$ cat config.mk
export PLATFORM = sky130hd
export DESIGN_NAME = psram_arbiter_ctrl
export DESIGN_NICKNAME = d
export VERILOG_FILES = /design/src/rtl/psram_pkg.sv /design/src/rtl/psram_spi_shifter.sv /design/src/rtl/psram_arbiter_ctrl.sv
export SDC_FILE = /design/constraint.sdc
export NUM_CORES = 1
export LEC_CHECK = 0
export BUFFER_PORTS_ARGS = -buffer_cell sky130_fd_sc_hd__buf_2
export CAP_MARGIN = 0
export CORE_UTILIZATION = 35
export DETAILED_ROUTE_END_ITERATION = 6
export GPL_ROUTABILITY_DRIVEN = 0
export GPL_TIMING_DRIVEN = 1
export HOLD_SLACK_MARGIN = 0.15
export PLACE_DENSITY = 0.65
export SKIP_CTS_REPAIR_TIMING = 1
export SLEW_MARGIN = 20
export SYNTH_ARGS = -nofsm -noshare
export SYNTH_HDL_FRONTEND = slang
export SYNTH_HIERARCHICAL = 1
export SYNTH_SLANG_ARGS = --single-unit
export TNS_END_PERCENT = 10
$ cat constraint.sdc
create_clock -name sys_clk -period 5.1 [get_ports sys_clk]
set_input_delay 1.02 -clock sys_clk [delete_from_list [all_inputs] [get_ports sys_clk]]
set_output_delay 1.02 -clock sys_clk [all_outputs]
set_load 0.005 [all_outputs]
$ cat src/rtl/psram_pkg.sv
// psram_pkg: shared definitions for the Tang Nano serial PSRAM controller.
//   - SPI opcodes used by the init sequence and by single-byte accesses
//   - controller FSM state encoding
//   - frame geometry: FRAME_BITS, the shifter length-field width, and the
//     width of the shared power-up / gap counter
//   - cmd_frame(): places an 8-bit command at the MSB end of a shifter load word
package psram_pkg;

  localparam int FRAME_BITS = 40;  // opcode(8) + address(24) + data(8)
  localparam int LEN_W      = 6;   // wide enough to hold FRAME_BITS
  localparam int CNT_W      = 16;  // power-up and CE gap counter width

  localparam logic [7:0] OP_RSTEN = 8'h66;
  localparam logic [7:0] OP_RST   = 8'h99;
  localparam logic [7:0] OP_WRITE = 8'h02;
  localparam logic [7:0] OP_READ  = 8'h03;

  typedef enum logic [2:0] {
    ST_PWRUP = 3'd0,
    ST_RSTEN = 3'd1,
    ST_GAP   = 3'd2,
    ST_RST   = 3'd3,
    ST_GAP2  = 3'd4,
    ST_IDLE  = 3'd5,
    ST_XFER  = 3'd6,
    ST_DONE  = 3'd7
  } psram_state_e;

  // The shifter always transmits from the MSB end, so a short command
  // is left-aligned in the 40-bit load word.
  function automatic logic [FRAME_BITS-1:0] cmd_frame(input logic [7:0] op);
    return {op, {(FRAME_BITS-8){1'b0}}};
  endfunction

endpackage

$ cat src/rtl/psram_spi_shifter.sv
// psram_spi_shifter: 1-bit SPI serialiser for the PSRAM.
// Each bit occupies two sys_clk cycles: phase A (sclk=0, mosi=bit) and
// phase B (sclk=1). miso is sampled on the edge that ends phase B.
// Ports:
//   sys_clk, sys_reset_n  clock, async active-low reset
//   start_i               load load_i/len_i and begin a frame next cycle
//   load_i                frame bits, MSB transmitted first
//   len_i                 number of bits to shift (8 or 40)
//   miso_i                serial data from the PSRAM
//   ce_n_o, sclk_o, mosi_o  PSRAM pins
//   done_o                strobe during the last bit cell's phase B
//                         (the frame ends on this cycle's closing edge)
//   rx_byte_o             last 8 miso bits including the one sampled now;
//                         meaningful together with done_o
module psram_spi_shifter
  import psram_pkg::*;
(
  input  logic                  sys_clk,
  input  logic                  sys_reset_n,
  input  logic                  start_i,
  input  logic [FRAME_BITS-1:0] load_i,
  input  logic [LEN_W-1:0]      len_i,
  input  logic                  miso_i,
  output logic                  ce_n_o,
  output logic                  sclk_o,
  output logic                  mosi_o,
  output logic                  done_o,
  output logic [7:0]            rx_byte_o
);

  logic                  active_q, active_d;
  logic                  phase_q, phase_d;   // 0 = phase A, 1 = phase B
  logic [LEN_W-1:0]      bit_cnt_q, bit_cnt_d;
  logic [FRAME_BITS-1:0] shift_q, shift_d;
  logic [7:0]            rx_q, rx_d;

  always_comb begin
    active_d  = active_q;
    phase_d   = phase_q;
    bit_cnt_d = bit_cnt_q;
    shift_d   = shift_q;
    rx_d      = rx_q;
    if (start_i) begin
      active_d  = 1'b1;
      phase_d   = 1'b0;
      shift_d   = load_i;
      bit_cnt_d = len_i - LEN_W'(1);
    end else if (active_q) begin
      if (!phase_q) begin
        phase_d = 1'b1;
      end else begin
        phase_d = 1'b0;
        rx_d    = {rx_q[6:0], miso_i};
        shift_d = {shift_q[FRAME_BITS-2:0], 1'b0};
        if (bit_cnt_q == '0) active_d = 1'b0;
        else                 bit_cnt_d = bit_cnt_q - LEN_W'(1);
      end
    end
  end

  always_ff @(posedge sys_clk or negedge sys_reset_n) begin
    if (!sys_reset_n) begin
      active_q  <= 1'b0;
      phase_q   <= 1'b0;
      bit_cnt_q <= '0;
      shift_q   <= '0;
      rx_q      <= '0;
    end else begin
      active_q  <= active_d;
      phase_q   <= phase_d;
      bit_cnt_q <= bit_cnt_d;
      shift_q   <= shift_d;
      rx_q      <= rx_d;
    end
  end

  // phase_q is only ever 1 while active, so it is directly the registered sclk.
  assign sclk_o    = phase_q;
  assign ce_n_o    = ~active_q;
  assign mosi_o    = active_q & shift_q[FRAME_BITS-1];
  assign done_o    = active_q & phase_q & (bit_cnt_q == '0);
  assign rx_byte_o = {rx_q[6:0], miso_i};

endmodule

$ cat src/rtl/psram_arbiter_ctrl.sv
// psram_arbiter_ctrl: two-port single-byte controller for the Tang Nano
// serial PSRAM. Runs power-up wait, Reset Enable (0x66) and Reset (0x99),
// then arbitrates read/write requests and serialises 40-bit frames.
// Macro PSRAM_ARB_ROUND_ROBIN_EN: when defined, simultaneous requests go
// to the port not granted last (port 0 wins the first tie); otherwise
// port 0 always wins ties.
// Handshake: pN_req_i is a level request whose we/addr/wdata must stay
// stable until pN_ack_i pulses for one cycle; the fields are captured at
// the grant edge and ignored afterwards. A read later pulses pN_rvalid_o
// for one cycle with rdata_o valid in that same cycle; writes have no
// completion pulse.
// Ports:
//   sys_clk, sys_reset_n                 clock, async active-low reset
//   pN_req_i/we_i/addr_i/wdata_i          port N request (N = 0, 1)
//   pN_ack_o, pN_rvalid_o, rdata_o        port N responses, shared rdata
//   init_done_o                          init sequence complete
//   ce_n_o, sclk_o, mosi_o, miso_i       PSRAM pins
//   state_o                              current FSM state (debug)
module psram_arbiter_ctrl
  import psram_pkg::*;
#(
  parameter int PWRUP_CYCLES = 4050,
  parameter int CE_GAP       = 2
) (
  input  logic         sys_clk,
  input  logic         sys_reset_n,
  input  logic         p0_req_i,
  input  logic         p0_we_i,
  input  logic [22:0]  p0_addr_i,
  input  logic [7:0]   p0_wdata_i,
  output logic         p0_ack_o,
  output logic         p0_rvalid_o,
  input  logic         p1_req_i,
  input  logic         p1_we_i,
  input  logic [22:0]  p1_addr_i,
  input  logic [7:0]   p1_wdata_i,
  output logic         p1_ack_o,
  output logic         p1_rvalid_o,
  output logic [7:0]   rdata_o,
  output logic         init_done_o,
  output logic         ce_n_o,
  output logic         sclk_o,
  output logic         mosi_o,
  input  logic         miso_i,
  output psram_state_e state_o
);

  psram_state_e          state_q, state_d;
  logic [CNT_W-1:0]      cnt_q, cnt_d;
  logic [1:0]            ack_q, ack_d;
  logic [1:0]            rvalid_q, rvalid_d;
  logic [7:0]            rdata_q, rdata_d;
  logic                  init_done_q, init_done_d;
  logic                  port_q, port_d;      // port owning the current frame
  logic                  we_q, we_d;

  logic                  sh_start;
  logic [FRAME_BITS-1:0] sh_load;
  logic [LEN_W-1:0]      sh_len;
  logic                  sh_done;
  logic [7:0]            sh_rx;

  logic                  grant_fire, grant1;
  logic                  sel_we;
  logic [22:0]           sel_addr;
  logic [7:0]            sel_wdata;

  assign grant_fire = (state_q == ST_IDLE) & (p0_req_i | p1_req_i);

`ifdef PSRAM_ARB_ROUND_ROBIN_EN
  // last_q = 1 means port 1 was granted last; resetting to 1 hands port 0
  // the first tie.
  logic last_q;
  assign grant1 = p1_req_i & (~p0_req_i | ~last_q);
  always_ff @(posedge sys_clk or negedge sys_reset_n) begin
    if (!sys_reset_n)    last_q <= 1'b1;
    else if (grant_fire) last_q <= grant1;
  end
`else
  assign grant1 = p1_req_i & ~p0_req_i;
`endif

  assign sel_we    = grant1 ? p1_we_i    : p0_we_i;
  assign sel_addr  = grant1 ? p1_addr_i  : p0_addr_i;
  assign sel_wdata = grant1 ? p1_wdata_i : p0_wdata_i;

  always_comb begin
    state_d     = state_q;
    cnt_d       = cnt_q;
    ack_d       = 2'b00;
    rvalid_d    = 2'b00;
    rdata_d     = rdata_q;
    init_done_d = init_done_q;
    port_d      = port_q;
    we_d        = we_q;
    sh_start    = 1'b0;
    sh_load     = '0;
    sh_len      = LEN_W'(8);
    unique case (state_q)
      ST_PWRUP: begin
        if (cnt_q == CNT_W'(PWRUP_CYCLES - 1)) begin
          cnt_d    = '0;
          sh_start = 1'b1;
          sh_load  = cmd_frame(OP_RSTEN);
          state_d  = ST_RSTEN;
        end else begin
          cnt_d = cnt_q + CNT_W'(1);
        end
      end
      ST_RSTEN: if (sh_done) state_d = ST_GAP;
      ST_GAP: begin
        if (cnt_q == CNT_W'(CE_GAP - 1)) begin
          cnt_d    = '0;
          sh_start = 1'b1;
          sh_load  = cmd_frame(OP_RST);
          state_d  = ST_RST;
        end else begin
          cnt_d = cnt_q + CNT_W'(1);
        end
      end
      ST_RST: if (sh_done) state_d = ST_GAP2;
      ST_GAP2: begin
        if (cnt_q == CNT_W'(CE_GAP - 1)) begin
          cnt_d       = '0;
          init_done_d = 1'b1;
          state_d     = ST_IDLE;
        end else begin
          cnt_d = cnt_q + CNT_W'(1);
        end
      end
      ST_IDLE: begin
        if (grant_fire) begin
          sh_start = 1'b1;
          sh_len   = LEN_W'(FRAME_BITS);
          sh_load  = {(sel_we ? OP_WRITE : OP_READ), 1'b0, sel_addr,
                      (sel_we ? sel_wdata : 8'h00)};
          ack_d    = grant1 ? 2'b10 : 2'b01;
          port_d   = grant1;
          we_d     = sel_we;
          state_d  = ST_XFER;
        end
      end
      ST_XFER: begin
        // sh_done marks the final miso sample, so rdata/rvalid land in
        // the first ce_n-high cycle.
        if (sh_done) begin
          cnt_d   = '0;
          state_d = ST_DONE;
          if (!we_q) begin
            rdata_d  = sh_rx;
            rvalid_d = port_q ? 2'b10 : 2'b01;
          end
        end
      end
      ST_DONE: begin
        if (cnt_q == CNT_W'(CE_GAP - 1)) begin
          cnt_d   = '0;
          state_d = ST_IDLE;
        end else begin
          cnt_d = cnt_q + CNT_W'(1);
        end
      end
      default: state_d = ST_PWRUP;
    endcase
  end

  always_ff @(posedge sys_clk or negedge sys_reset_n) begin
    if (!sys_reset_n) begin
      state_q     <= ST_PWRUP;
      cnt_q       <= '0;
      ack_q       <= 2'b00;
      rvalid_q    <= 2'b00;
      rdata_q     <= 8'h00;
      init_done_q <= 1'b0;
      port_q      <= 1'b0;
      we_q        <= 1'b0;
    end else begin
      state_q     <= state_d;
      cnt_q       <= cnt_d;
      ack_q       <= ack_d;
      rvalid_q    <= rvalid_d;
      rdata_q     <= rdata_d;
      init_done_q <= init_done_d;
      port_q      <= port_d;
      we_q        <= we_d;
    end
  end

  psram_spi_shifter u_shifter (
    .sys_clk     (sys_clk),
    .sys_reset_n (sys_reset_n),
    .start_i     (sh_start),
    .load_i      (sh_load),
    .len_i       (sh_len),
    .miso_i      (miso_i),
    .ce_n_o      (ce_n_o),
    .sclk_o      (sclk_o),
    .mosi_o      (mosi_o),
    .done_o      (sh_done),
    .rx_byte_o   (sh_rx)
  );

  assign p0_ack_o    = ack_q[0];
  assign p1_ack_o    = ack_q[1];
  assign p0_rvalid_o = rvalid_q[0];
  assign p1_rvalid_o = rvalid_q[1];
  assign rdata_o     = rdata_q;
  assign init_done_o = init_done_q;
  assign state_o     = state_q;

endmodule

==> results of run 1 <==
power groups by stage:
stage / clock network (W) / registers [W] / logic, W
global placement: 0 / 0.00114 / 0.00136
CTS: 0.000697 / 0.00114 / 0.00141
floorplan: 0 / 0.00107 / 0.00130
finish: 0.000682 / 0.00114 / 0.00140
global route: 0.000722 / 0.00118 / 0.00154
detailed placement: 0 / 0.00115 / 0.00140
metrics by stage:
step / cells / total power [W] / utilization / hold slack, ns
floorplan: 526 / 0.00237 / - / 0.403
detailed placement: 760 / 0.00255 / 0.399 / 0.417
global route: 776 / 0.00344 / 0.420 / 0.435
global placement: 760 / 0.00250 / 0.399 / 0.411
finish: 776 / 0.00322 / 0.420 / 0.427
CTS: 776 / 0.00325 / 0.420 / 0.426
layer usage:
layer  vias up  routed length [um]
met5         -                   0
met1      2000                5120
met3        14                 394
met2        59                5840
met4         0                 230
li1       1982                   -
cell usage after synthesis (3+ instances only):
master | number | area, um^2
sky130_fd_sc_hd__buf_4 | 3 | 22.5
sky130_fd_sc_hd__or2_2 | 3 | 18.8
sky130_fd_sc_hd__dfrtp_1 | 89 | 2230
sky130_fd_sc_hd__buf_12 | 4 | 80.1
sky130_fd_sc_hd__o31ai_1 | 3 | 22.5
sky130_fd_sc_hd__nand2_1 | 91 | 342
sky130_fd_sc_hd__o211ai_1 | 5 | 37.5
sky130_fd_sc_hd__ha_1 | 7 | 87.6
sky130_fd_sc_hd__a21oi_1 | 15 | 75.1
sky130_fd_sc_hd__buf_2 | 9 | 45.0
sky130_fd_sc_hd__o21ai_1 | 42 | 210
sky130_fd_sc_hd__mux2_2 | 9 | 101
sky130_fd_sc_hd__inv_1 | 10 | 37.5
sky130_fd_sc_hd__o21ai_0 | 9 | 45.0
sky130_fd_sc_hd__nand3_1 | 13 | 65.1
sky130_fd_sc_hd__and3_1 | 6 | 37.5
sky130_fd_sc_hd__mux2_4 | 8 | 120
sky130_fd_sc_hd__nor2_1 | 16 | 60.1
sky130_fd_sc_hd__clkbuf_1 | 17 | 63.8
sky130_fd_sc_hd__o311ai_1 | 7 | 61.3
sky130_fd_sc_hd__mux2i_1 | 43 | 430
sky130_fd_sc_hd__o211ai_2 | 7 | 87.6
sky130_fd_sc_hd__xnor2_1 | 3 | 26.3
sky130_fd_sc_hd__nor2b_1 | 5 | 31.3
sky130_fd_sc_hd__nand2b_1 | 4 | 25.0
sky130_fd_sc_hd__nor3b_1 | 4 | 30.0
sky130_fd_sc_hd__a22o_1 | 25 | 219
sky130_fd_sc_hd__nor3_1 | 10 | 50.1
how the worst min path moves through the flow:
| stage | end | slack, ns | depth (start not counted) |
|---|---|---|---|
| after detailed placement | rvalid_q[0]$_DFF_PN0_ | 0.42 | 1 |
| after global routing | rvalid_q[0]$_DFF_PN0_ | 0.44 | 1 |
| after CTS | rvalid_q[0]$_DFF_PN0_ | 0.43 | 1 |
| final | rvalid_q[0]$_DFF_PN0_ | 0.43 | 1 |
| after global placement | rvalid_q[0]$_DFF_PN0_ | 0.41 | 1 |
| after floorplan | rvalid_q[0]$_DFF_PN0_ | 0.40 | 1 |
sequential cells by signal, indices dropped and copies added, names as in the netlist:
| register | cells |
|---|---|
| port_q | 1 |
| ack_q | 2 |
| u_shifter/active_q | 1 |
| init_done_o | 1 |
| rvalid_q | 2 |
| we_q | 1 |
| u_shifter/rx_q | 7 |
| u_shifter/shift_q | 40 |
| cnt_q | 16 |
| u_shifter/sclk_o | 1 |
| rdata_o | 8 |
| u_shifter/bit_cnt_q | 6 |
| state_o | 3 |
cell usage in the layout, fill, tap and decap left out, drive strengths merged, types with 12 or more instances in the layout:
cell type  count
a21oi         15
a22o          25
buf           90
conb          15
dfrtp         89
mux2          17
mux2i         43
nand2         92
nand3         13
nor2          18
o211ai        12
o21ai         51
cell families after synthesis:
family	Yosys count
compound gates	134
xor+xnor	3
fa+ha+maj	7
buf+inv	46
flops	89
mux	60
other cells	2
simple gates	172
critical path: stages, from the launching register on:
cell and delay (ns):
sky130_fd_sc_hd__dfrtp_1 0.42, sky130_fd_sc_hd__inv_1 0.07, sky130_fd_sc_hd__ha_1 0.15, sky130_fd_sc_hd__nor4b_4 0.28, sky130_fd_sc_hd__nand4_2 0.21, sky130_fd_sc_hd__nor3b_1 0.41
sky130_fd_sc_hd__or2_2 0.20, sky130_fd_sc_hd__nand2b_2 0.32, sky130_fd_sc_hd__nor2b_1 0.11, sky130_fd_sc_hd__a21oi_1 0.16, sky130_fd_sc_hd__ha_1 0.26, sky130_fd_sc_hd__nand2b_1 0.13
sky130_fd_sc_hd__a2111o_1 0.37, sky130_fd_sc_hd__o211ai_1 0.16
final cells by class:
| cell class | instances | area [um^2] | share of cell area |
|---|---|---|---|
| multi-input cells | 391 | 2650 | 0.448 |
| flip-flops and latches | 89 | 2230 | 0.377 |
| repair buffers | 90 | 460 | 0.0780 |
| clock buffers | 10 | 239 | 0.0405 |
| well taps | 180 | 225 | 0.0382 |
| clock inverters | 6 | 66.3 | 0.0112 |
| inverters | 10 | 37.5 | 0.00636 |
==> run summary, run 1 <==
The standard-cell row count came out at 43. The number of distinct library cells after synthesis is 63. The residual overflow from global routing came out at 0.

The clock-pin slew on the worst setup and hold paths is 0.06 ns. The normalized max-slew margin came out at 0.409. The worst register-to-register path begins at cnt_q[1]$_DFFE_PN0P_. The initial utilization of the core area, before any placement, comes to 0.363. The count of endpoints failing setup in the final report is 0. The net count of the finished layout is 667. The most critical setup path has its startpoint at cnt_q[1]$_DFFE_PN0P_. The post-synthesis adder-cell area fraction is 0.0172. The met2 global-route usage came out at 0.269.

The switching component of the power is 0.00129 W. The clock drives 89 sinks. For this run, design rule violations remaining after detail routing come to 0. The path depth of the worst reg2reg path is 13. The worst-case setup slack after placement came out at 1.81 ns.

In the final layout, the share of cells above drive strength 1 is 0.255. TritonCTS built the clock tree. The run finished with clean final reports. The worst flop-to-flop path endpoint is u_shifter/bit_cnt_q[4]$_DFFE_PN0P_.

Of the total synthesized cell area, the portion taken by XOR and XNOR cells is 0.00515. The startpoint kind of the worst setup timing path is a flop. The root buffer cell chosen for the clock tree is sky130_fd_sc_hd__clkbuf_16. The proportion of synthesized area in mux cells is 0.128. The total of buffers placed on input and output ports came out at 87. Based on the critical path, the design can be clocked at up to 300 MHz. The number of ports placed on the die boundary came out at 88. Following the worst setup path forward leads to its endpoint at u_shifter/bit_cnt_q[4]$_DFFE_PN0P_. The total power divided by cell area is 546 mW/mm^2. The flip-flop and latch count after synthesis came out at 89.

The highest ir drop seen on vdd came out at 0.235 mV. The data arrival time at the worst-slack endpoint came out at 3.60 ns. The vertical die dimension is 123 um. Entering global routing, the biggest net connects 82 pins. The number of instances in the synthesized netlist is 513. The part of the Yosys area used for sequential elements is 0.436. The worst-path maximum fanout is 18. The final count of pins violating max slew came out at 0.

The largest family of logic cells by synthesized area is compound AO/OA/AOI/OAI gates. The total vias in the final route is 4,055. The first global-routing pass estimated 18.9 mm of wire. The placed instances occupy a cell area of 0.00560 mm^2. The placed wire-length estimate after detailed placement came out at 8.35 mm. The met3 routing resource usage after global routing came out at 0.0270.

The number of antenna violations at the first check in global routing is 0. The final worst clock skew is 0.00682 ns. In this run the most critical hold path is launched from port_q$_DFFE_PN0N_. The met1 demand-to-capacity share in global routing came out at 0.205. Data on the critical path is required at its endpoint by 5.37 ns. The worst path needs 3.33 ns of the cycle, external delays included. Setup slack closes at 1.77 ns. The simple-gate share of the synthesized area is 0.167.

Setup repair after global routing left no endpoint under its margin. The switching portion of total power came out at 0.401. After detailed routing, the total wire length is 11.6 mm. The count of yosys warnings during synthesis is 6. In this run the deepest clock path goes through 2 buffers. The area growth from synthesis to layout is 15.7%. The number of diodes came out at 0.

The most common flop cell mapped by yosys is sky130_fd_sc_hd__dfrtp_1. The die area is 0.0151 mm^2. The clock network latency to the later pin of the worst-skew pair is 0.35 ns.

The worst setup path is of the reg -> reg kind. Dividing the detail-routed wire length by the instance count gives 14.9 um. STA classifies the critical path endpoint as a flop. After synthesis, the mean cell area works out to 9.95 um^2. After global routing, the most crowded layer is met2.

The transition at the pin with the smallest max-transition slack came out at 0.887 ns. Setup slack on the worst reg-to-reg path comes out at 1.77 ns. The internal portion of the total power is 0.00193 W. The relative contribution of combinational cells to total power is 0.434.

The detailed-routing iteration count for the pre-antenna-repair pass came out at 5. In this run, CTS created clock tree buffers numbering 9. The clock network power share came out at 0.211. The average vias per placed instance is 5.23.

The overall die width came out at 123 um. The type of the tightest min-delay check is reg -> reg. The floorplan step defined a core boundary enclosing 0.0140 mm^2.

The count of fill cells added during filler insertion came out at 1,371. The number of violations of the max-capacitance limit is 0. The post-synthesis compound-gate area fraction was 0.190. For this run, the total global-route usage over all layers was measured as 0.162. The number of H-tree levels came out at 3. The period utilization is 0.654. The number of enable-type register cells in the synthesized netlist came out at 0.

The share of total power dissipated in sequential elements is 0.354. In the synthesized netlist the async set-or-reset flop fraction comes to 1.00. The summed negative setup slack over all endpoints is 0 ns.

The synthesized netlist occupies a cell area of 0.00510 mm^2. The number of failing hold endpoints at the final stage is 0. The number of antenna-violating nets in the routed design is 0. The leakage component of the power is 2.75 nW. The area of all placed cells without fillers is 0.00590 mm^2. The violation count after the first detailed-route iteration is 287.

The number of global-route vias before repair was 3,883.
(Power assumes the default switching activity.)
==> inputs of run 2 (changes only) <==
--- a/config.mk
+++ b/config.mk
@@ -5,6 +5,7 @@
 export SDC_FILE = /design/constraint.sdc
 export NUM_CORES = 1
 export LEC_CHECK = 0
+export ABC_AREA = 1
 export BUFFER_PORTS_ARGS = -buffer_cell sky130_fd_sc_hd__buf_2
 export CAP_MARGIN = 0
 export CORE_UTILIZATION = 35
@@ -12,7 +13,7 @@
 export GPL_ROUTABILITY_DRIVEN = 0
 export GPL_TIMING_DRIVEN = 1
 export HOLD_SLACK_MARGIN = 0.15
-export PLACE_DENSITY = 0.65
+export PLACE_DENSITY = 0.67
 export SKIP_CTS_REPAIR_TIMING = 1
 export SLEW_MARGIN = 20
 export SYNTH_ARGS = -nofsm -noshare
==> constraint.sdc (replaced) <==
create_clock -name sys_clk -period 2.7 [get_ports sys_clk]
set_input_delay 0.54 -clock sys_clk [delete_from_list [all_inputs] [get_ports sys_clk]]
set_output_delay 0.54 -clock sys_clk [all_outputs]
set_load 0.005 [all_outputs]
==> run 2 against run 1 <==
Combinational power fell by 31%. Worst hold slack worse by 0.28 ns. First-iteration DRC count shrank 15%. Via count up 11%. Non-clock buffer count is 10 higher. Area after synthesis fell by 0.42%. Cell area rose by 1.3%. Largest cell class unchanged. Wire length rose by 2.1%. Synthesized cell count rose by 28%. Register-to-register slack worse by 1.5 ns. Worst setup slack got worse by 1.5 ns. Sequential cell count stayed put.
==> run summary, run 2 <==
The leading cell type by number of instances after synthesis is sky130_fd_sc_hd__nand2_1. The clock drives 89 sinks. The simple-gate share of the synthesized area is 0.294. In this run the critical register-to-register path is launched from state_o[1]$_DFFE_PN0P_. Of all flip-flops after synthesis, the portion carrying an async set or reset was 1.00. The top cell types in the final layout, fill and taps aside, are sky130_fd_sc_hd__nand2_1, sky130_fd_sc_hd__dfrtp_1, sky130_fd_sc_hd__buf_2, sky130_fd_sc_hd__inv_1, sky130_fd_sc_hd__nor2_1. The min-delay analysis places its worst path in the category in -> async. The summed negative setup slack over all endpoints came out at 0 ns. The residual overflow from global routing is 0.

The clock period minus worst slack came out at 2.41 ns. The post-synth design cell area is 0.00508 mm^2. The leakage component of the power came out at 2.90 nW. Dividing the detail-routed wire length by the instance count gives 12.8 um. The post-synthesis compound-gate area fraction came out at 0.134. The largest area contributor in the synthesized netlist is sky130_fd_sc_hd__dfrtp_1. The overall die width came out at 123 um.

In the synthesized netlist, the cells that appear most often are sky130_fd_sc_hd__nand2_1, sky130_fd_sc_hd__dfrtp_1, sky130_fd_sc_hd__inv_1, sky130_fd_sc_hd__nor2_1, sky130_fd_sc_hd__nand3_1. The placed wire-length estimate after detailed placement came out at 8.46 mm. The share of synthesized area in the top cell type comes to 0.438. For this configuration, the core starts out at a cell density of 0.362. STA classifies the critical path startpoint as a flop.

The die area came out at 0.0150 mm^2. The number of H-tree levels is 3. The number of instances in the synthesized netlist is 657. The most used flip-flop cell after synthesis is sky130_fd_sc_hd__dfrtp_1. The count of endpoints failing setup in the final report came out at 0. The total routing usage reported by global routing is 0.166. Measured in cells, the most critical reg-to-reg path has a length of 15. Of the synthesized area, sequential elements account for 0.438. The number of antenna diodes in the final layout is 0. The internal power of the cells totals 0.00265 W.

For the worst setup path, the data arrival time is 2.68 ns. Along the worst path, the maximum fanout reaches 19. The number of instances in the placed design came out at 911. The number of flip-flops in the largest register came out at 40.

CTS placed an instance of sky130_fd_sc_hd__clkbuf_16 at the clock tree root. The number of antenna violations at the first check in global routing came out at 0. Of the total power, combinational logic draws 0.250. The vertical die dimension is 123 um. Ranked by total cell area, the synthesized netlist is headed by sky130_fd_sc_hd__dfrtp_1, sky130_fd_sc_hd__nand2_1, sky130_fd_sc_hd__inv_1. The number of global-route vias before repair is 4,179. Counting flops and latches in the post-synthesis netlist gives 89. The count of yosys warnings during synthesis came out at 6.

After synthesis, the largest family of logic cells by area is simple AND/OR/NAND/NOR gates. The wire length of the first global-routing pass is 19.5 mm. Clock latency on the worst-skew pair, taken at its later pin, is 0.35 ns. Of the total synthesized cell area, the portion taken by XOR and XNOR cells is 0.00345. The total clock buffers created by CTS came out at 9.

The number of ports placed on the die boundary came out at 88. The average vias per placed instance came out at 4.88. The fraction of layout instances using a drive strength above 1 came out at 0.205. The worst setup path is captured at a flop. The number of enable-type register cells in the synthesized netlist came out at 0. Setup repair after global routing left no endpoint under its margin.

The total vias in the final route is 4,519. The proportion of synthesized area in mux cells came out at 0.0133. The number of failing hold endpoints at the final stage came out at 0.

The power after layout came out at 0.00388 W. Leaving out fill and tap cells, the most frequent cell in the layout is sky130_fd_sc_hd__nand2_1. Across all register-to-register paths, the minimum setup slack is 0.29 ns.

The CTS tree is done. The register with the most flip-flops is u_shifter/shift_q. The area of all placed cells without fillers came out at 0.00598 mm^2. VDD sags by at most 0.320 mV.

The routed wire length came out at 11.8 mm. Based on the critical path, the design can be clocked at up to 415 MHz. The switching component of the power is 0.00123 W. The final worst clock skew is 0.00806 ns. Of the total power, the share spent switching nets is 0.317.

The area growth from synthesis to layout is 17.6%. The floorplan has 43 rows. The total of buffers placed on input and output ports is 87. The kind of critical path is reg -> reg. The total power divided by cell area is 649 mW/mm^2. The final count of pins violating max slew is 0. For this run, design rule violations remaining after detail routing come to 0. Max-cap violations in this run came to 0.

No sink is reached through more buffers than the 2 on the longest clock path. The placed instance area is 0.00570 mm^2. At the pin with the least slew margin, the transition time is 0.717 ns. After clock tree synthesis, the clock-pin slew on the worst setup and hold paths is 0.06 ns. The clock network power share came out at 0.308. The endpoint identified for the worst register-to-register timing path is u_shifter/bit_cnt_q[4]$_DFFE_PN0P_.

The largest net degree at the start of global routing came out at 55. The core footprint is 0.0140 mm^2. The number of different library cells used by synthesis comes to 37. The violation count after the first detailed-route iteration is 243. The share of total power in sequential cells is 0.442. The required time reported for the critical path endpoint came out at 2.97 ns.

Once detail routing completed, the nets flagged for antenna violations numbered 0. The flow ran to the end, and the final reports show no timing, DRC or antenna violations. The normalized max-slew margin came out at 0.515. The post-synthesis area per instance came out at 7.74 um^2. The period utilization came out at 0.893. The final layout contains 818 nets. The layout has 1,438 filler cells.

The post-layout instance count excluding filler cells came out at 926. The detailed-routing iteration count for the pre-antenna-repair pass is 4. Of the total synthesized cell area, the portion taken by full adders, half adders and majority gates is 0.0172.
==> run 2: cell count changes after synthesis, sizes merged, moves of 22 or more <==
cell	delta
a22o	-24
a32oi	+22
inv	+75
mux2i	-43
nand2	+110
nand3	+36
nor2	+59
o21ai	-33
o221ai	+22
==> run 2: cells by family (layout without fill, tap and decap cells) <==
logic type	Yosys count	after routing
AO/OA/AOI/OAI	91	91
XOR/XNOR	2	2
adder cells (fa/ha/maj)	7	7
buffers and inverters	115	200
flip-flops	89	89
multiplexers	6	6
other	2	6
AND/OR/NAND/NOR	345	345
==> run 2: worst max path at each step <==
stage / start / endpoint / slack (ns)
floorplan: state_o[1]$_DFFE_PN0P_ / u_shifter/bit_cnt_q[2]$_DFFE_PN0P_ / 0.42
global placement: cnt_q[0]$_DFFE_PN0P_ / u_shifter/bit_cnt_q[2]$_DFFE_PN0P_ / 0.40
detailed placement: state_o[1]$_DFFE_PN0P_ / u_shifter/bit_cnt_q[4]$_DFFE_PN0P_ / 0.30
CTS: state_o[1]$_DFFE_PN0P_ / u_shifter/bit_cnt_q[4]$_DFFE_PN0P_ / 0.30
global route: state_o[1]$_DFFE_PN0P_ / u_shifter/bit_cnt_q[4]$_DFFE_PN0P_ / 0.07
finish: state_o[1]$_DFFE_PN0P_ / u_shifter/bit_cnt_q[4]$_DFFE_PN0P_ / 0.29
==> run 2: critical path, stage by stage, from the launching register on <==
cell,delay (ns)
sky130_fd_sc_hd__dfrtp_1,0.43
sky130_fd_sc_hd__inv_1,0.10
sky130_fd_sc_hd__ha_1,0.21
sky130_fd_sc_hd__nand2_2,0.09
sky130_fd_sc_hd__a21oi_2,0.19
sky130_fd_sc_hd__inv_1,0.09
sky130_fd_sc_hd__o21ai_1,0.10
sky130_fd_sc_hd__inv_1,0.06
sky130_fd_sc_hd__nand2_1,0.14
sky130_fd_sc_hd__inv_4,0.13
sky130_fd_sc_hd__o21ai_2,0.25
sky130_fd_sc_hd__ha_1,0.25
sky130_fd_sc_hd__nand3_1,0.10
sky130_fd_sc_hd__nand2_1,0.06
sky130_fd_sc_hd__nand3_1,0.07
sky130_fd_sc_hd__o21ai_1,0.08
==> run 2: power groups by stage <==
stage | registers (W) | logic, W | clock network (W)
2_1_floorplan | 0.00170 | 0.000714 | 0
3_3_place_gp | 0.00173 | 0.000949 | 0
3_5_place_dp | 0.00174 | 0.000968 | 0
4_1_cts | 0.00172 | 0.000973 | 0.00122
5_1_grt | 0.00175 | 0.00110 | 0.00128
6_report | 0.00171 | 0.000968 | 0.00119
==> run 2: routing by layer <==
metal	vias to the layer above	routed length, um	track usage
li1	2333	-	-
met1	2108	5840	0.220
met2	72	5410	0.265
met3	6	442	0.0288
met4	0	120	0.0701
met5	-	0	0
==> run 2: area by class of cell <==
| type | instances | area, um^2 | share of cell area |
|---|---|---|---|
| repair buffers | 100 | 548 | 0.0917 |
| inverters | 85 | 324 | 0.0542 |
| flip-flops and latches | 89 | 2230 | 0.373 |
| clock inverters | 3 | 25.0 | 0.00419 |
| multi-input cells | 457 | 2370 | 0.397 |
| clock buffers | 12 | 256 | 0.0429 |
| well taps | 180 | 225 | 0.0377 |
==> run 2: metrics by stage <==
stage / setup slack [ns] / hold slack [ns] / utilization
after detailed placement: 0.305 / 0.423 / 0.406
after floorplan: 0.420 / 0.244 / -
after global routing: 0.0723 / 0.181 / 0.426
after CTS: 0.297 / 0.162 / 0.426
after global placement: 0.396 / 0.415 / 0.406
final: 0.289 / 0.148 / 0.426
==> inputs of run 3 (changes only) <==
--- a/config.mk
+++ b/config.mk
@@ -8,12 +8,13 @@
 export ABC_AREA = 1
 export BUFFER_PORTS_ARGS = -buffer_cell sky130_fd_sc_hd__buf_2
 export CAP_MARGIN = 0
+export CELL_PAD_IN_SITES_DETAIL_PLACEMENT = 1
+export CELL_PAD_IN_SITES_GLOBAL_PLACEMENT = 1
 export CORE_UTILIZATION = 35
 export DETAILED_ROUTE_END_ITERATION = 6
 export GPL_ROUTABILITY_DRIVEN = 0
 export GPL_TIMING_DRIVEN = 1
-export HOLD_SLACK_MARGIN = 0.15
-export PLACE_DENSITY = 0.67
+export PLACE_DENSITY = 0.83
 export SKIP_CTS_REPAIR_TIMING = 1
 export SLEW_MARGIN = 20
 export SYNTH_ARGS = -nofsm -noshare
==> run 3 against run 2 <==
Cell area shrank 0.29%. Sequential cell count is the same. Largest power group unchanged. Fmax grew 0.24%. Final cell count shrank 0.11%. Via count grew 3.9%. Register-to-register slack is essentially flat. Combinational power grew 2%. Worst setup slack gained 0.0057 ns. Core utilization shrank 0.12 points. Power shrank 0.27%.
==> run summary, run 3 (synthesis results as in run 2) <==
The upper clock frequency limit is 416 MHz. The data arrival time at the worst-slack endpoint is 2.62 ns. The number of ports placed on the die boundary is 88. In the final design database the tool counted 818 nets. The startpoint identified for the worst register-to-register timing path is state_o[1]$_DFFE_PN0P_. At the pin with the least slew margin, the transition time is 0.599 ns.

The clock-pin slew on the worst setup and hold paths came out at 0.06 ns. The die is 123 um wide. The run finished with clean final reports.

The area growth from synthesis to final layout came out at 17.3%. After layout, the design draws a total of 0.00387 W. The final worst clock skew is 0.00560 ns. The die area is 0.0150 mm^2. The core footprint came out at 0.0140 mm^2. The relative contribution of combinational cells to total power came out at 0.255. Setup repair after global routing left no endpoint under its margin. The routed layout has 4,694 vias.

The layout has 1,754 filler cells. The worst register-to-register path has a setup slack of 0.29 ns. The number of violations of the max-capacitance limit came out at 0. For the worst flop-to-flop path, the logic depth is 15.

The most frequent standard cell in the layout excluding fill and tap cells is sky130_fd_sc_hd__nand2_1. The switching component of the power is 0.00126 W. The wire length of the first global-routing pass is 23.3 mm. The total of buffers placed on input and output ports is 87. The count of endpoints failing setup in the final report is 0. The first detailed-routing pass took 4 iterations. TritonCTS built the clock tree. Of the cells placed in the final design, the portion with a size suffix greater than 1 is 0.205. The number of global-route vias before repair was 4,946. The initial core utilization is 0.362.

The number of antenna-violating nets in the routed design is 0. The normalized max-slew margin is 0.595. The switching portion of total power is 0.327. The average vias per placed instance is 5.07. The clock period minus worst slack is 2.41 ns. The clock network power share came out at 0.299. The worst flop-to-flop path endpoint is u_shifter/bit_cnt_q[2]$_DFFE_PN0P_. The tightest min-delay check is of the in -> async type.

The maximum clock insertion buffer count came out at 2. For this run, the total global-route usage over all layers was measured as 0.197. The nature of the critical path endpoint is a flop. The leakage component of the power came out at 2.89 nW. The HPWL after detailed placement is 10.6 mm. The summed negative setup slack over all endpoints came out at 0 ns. The internal power came out at 0.00260 W. The final count of pins violating max slew was 0. The number of sinks handled by clock tree synthesis came out at 89. The number of antenna violations at the first check in global routing is 0. The number of failing hold endpoints at the final stage is 0.

The vertical die dimension came out at 123 um. The library cells used most frequently in the layout, excluding fill and tap cells, are sky130_fd_sc_hd__nand2_1, sky130_fd_sc_hd__dfrtp_1, sky130_fd_sc_hd__buf_2, sky130_fd_sc_hd__inv_1, sky130_fd_sc_hd__nor2_1. After detailed routing, the average wire length per cell comes to 15.3 um. The routed design has 14.1 mm of wire. Along the worst path, the maximum fanout reaches 19. The residual overflow from global routing is 0. In the routed design, unresolved DRC markers number 0. The number of flip-flops in the largest register is 40. u_shifter/shift_q holds more flip-flops than any other register.

The clock network latency to the later pin of the worst-skew pair came out at 0.34 ns. Entering global routing, the biggest net connects 36 pins. The period utilization came out at 0.891.

STA classifies the critical path startpoint as a flop. The required time reported for the critical path endpoint is 2.92 ns. The number of antenna diodes in the final layout is 0. The number of H-tree levels is 3. The total clock buffers created by CTS came out at 9. The standard-cell row count came out at 43. The critical path is of the reg -> reg type. The share of total power in sequential cells is 0.445. The highest ir drop seen on vdd came out at 0.289 mV.

The total power divided by cell area is 649 mW/mm^2. The violation count after the first detailed-route iteration is 191. CTS placed an instance of sky130_fd_sc_hd__clkbuf_16 at the clock tree root.
run 3: cell types whose count changed in the layout (fill, tap and decap cells not counted):
cell / change
sky130_fd_sc_hd__clkbuf_8: -1
sky130_fd_sc_hd__buf_4: +1
sky130_fd_sc_hd__clkbuf_1: -1
sky130_fd_sc_hd__clkinv_2: +1
sky130_fd_sc_hd__buf_12: -1
sky130_fd_sc_hd__o21ai_2: -1
sky130_fd_sc_hd__o21ai_4: +1
run 3: metrics by stage:
stage                util  worst slack [ns]  instances  hold slack (ns)  cell area (um^2)
finish              0.424             0.295        925            0.150              5960
global route        0.424            0.0437        925            0.179              5960
CTS                 0.424             0.237        925            0.159              5950
detailed placement  0.405             0.245        911            0.429              5680
global placement    0.405             0.419        911            0.409              5680
floorplan               -             0.420        661            0.244              5100
run 3: metal layers:
| layer | wire length (um) | up-vias | track usage |
|---|---|---|---|
| li1 | - | 2324 | - |
| met5 | 0 | - | 0 |
| met3 | 430 | 12 | 0.0316 |
| met2 | 7220 | 78 | 0.348 |
| met1 | 6340 | 2280 | 0.244 |
| met4 | 134 | 0 | 0.0610 |
run 3: worst max path at each step:
stage                                 startpoint                                  to  slack [ns]  cells past startpoint
final                     state_o[1]$_DFFE_PN0P_  u_shifter/bit_cnt_q[2]$_DFFE_PN0P_        0.29                     15
after global routing      state_o[1]$_DFFE_PN0P_  u_shifter/bit_cnt_q[4]$_DFFE_PN0P_        0.04                     16
after CTS                 state_o[1]$_DFFE_PN0P_  u_shifter/bit_cnt_q[4]$_DFFE_PN0P_        0.24                     15
after detailed placement  state_o[1]$_DFFE_PN0P_  u_shifter/bit_cnt_q[4]$_DFFE_PN0P_        0.24                     15
after global placement    state_o[1]$_DFFE_PN0P_   u_shifter/shift_q[18]$_DFFE_PN0P_        0.42                     12
after floorplan           state_o[1]$_DFFE_PN0P_  u_shifter/bit_cnt_q[2]$_DFFE_PN0P_        0.42                     15
run 3: worst max-delay path: stages, from the launching register on:
cell,delay (ns)
sky130_fd_sc_hd__dfrtp_1,0.42
sky130_fd_sc_hd__inv_1,0.10
sky130_fd_sc_hd__ha_1,0.20
sky130_fd_sc_hd__nand2_2,0.08
sky130_fd_sc_hd__a21oi_2,0.14
sky130_fd_sc_hd__inv_1,0.08
sky130_fd_sc_hd__o21ai_1,0.12
sky130_fd_sc_hd__inv_1,0.07
sky130_fd_sc_hd__nand2_1,0.18
sky130_fd_sc_hd__inv_4,0.14
sky130_fd_sc_hd__nand2_1,0.13
sky130_fd_sc_hd__o21ai_4,0.09
sky130_fd_sc_hd__ha_1,0.22
sky130_fd_sc_hd__xor2_1,0.17
sky130_fd_sc_hd__nand2_1,0.07
sky130_fd_sc_hd__o21ai_0,0.08
run 3: power groups by stage:
| stage | clock network, W | logic, W | registers [W] |
|---|---|---|---|
| floorplan | 0 | 0.000714 | 0.00170 |
| global placement | 0 | 0.000916 | 0.00174 |
| detailed placement | 0 | 0.000972 | 0.00175 |
| CTS | 0.00120 | 0.000982 | 0.00172 |
| global route | 0.00125 | 0.00111 | 0.00175 |
| finish | 0.00116 | 0.000987 | 0.00172 |
run 3: area by class of cell:
cell class / instances / area (um^2) / area share
multi-input cells: 457 / 2380 / 0.399
inverters: 85 / 324 / 0.0544
flip-flops and latches: 89 / 2230 / 0.374
clock inverters: 4 / 30.0 / 0.00504
well taps: 180 / 225 / 0.0378
repair buffers: 100 / 536 / 0.0899
clock buffers: 10 / 239 / 0.0401
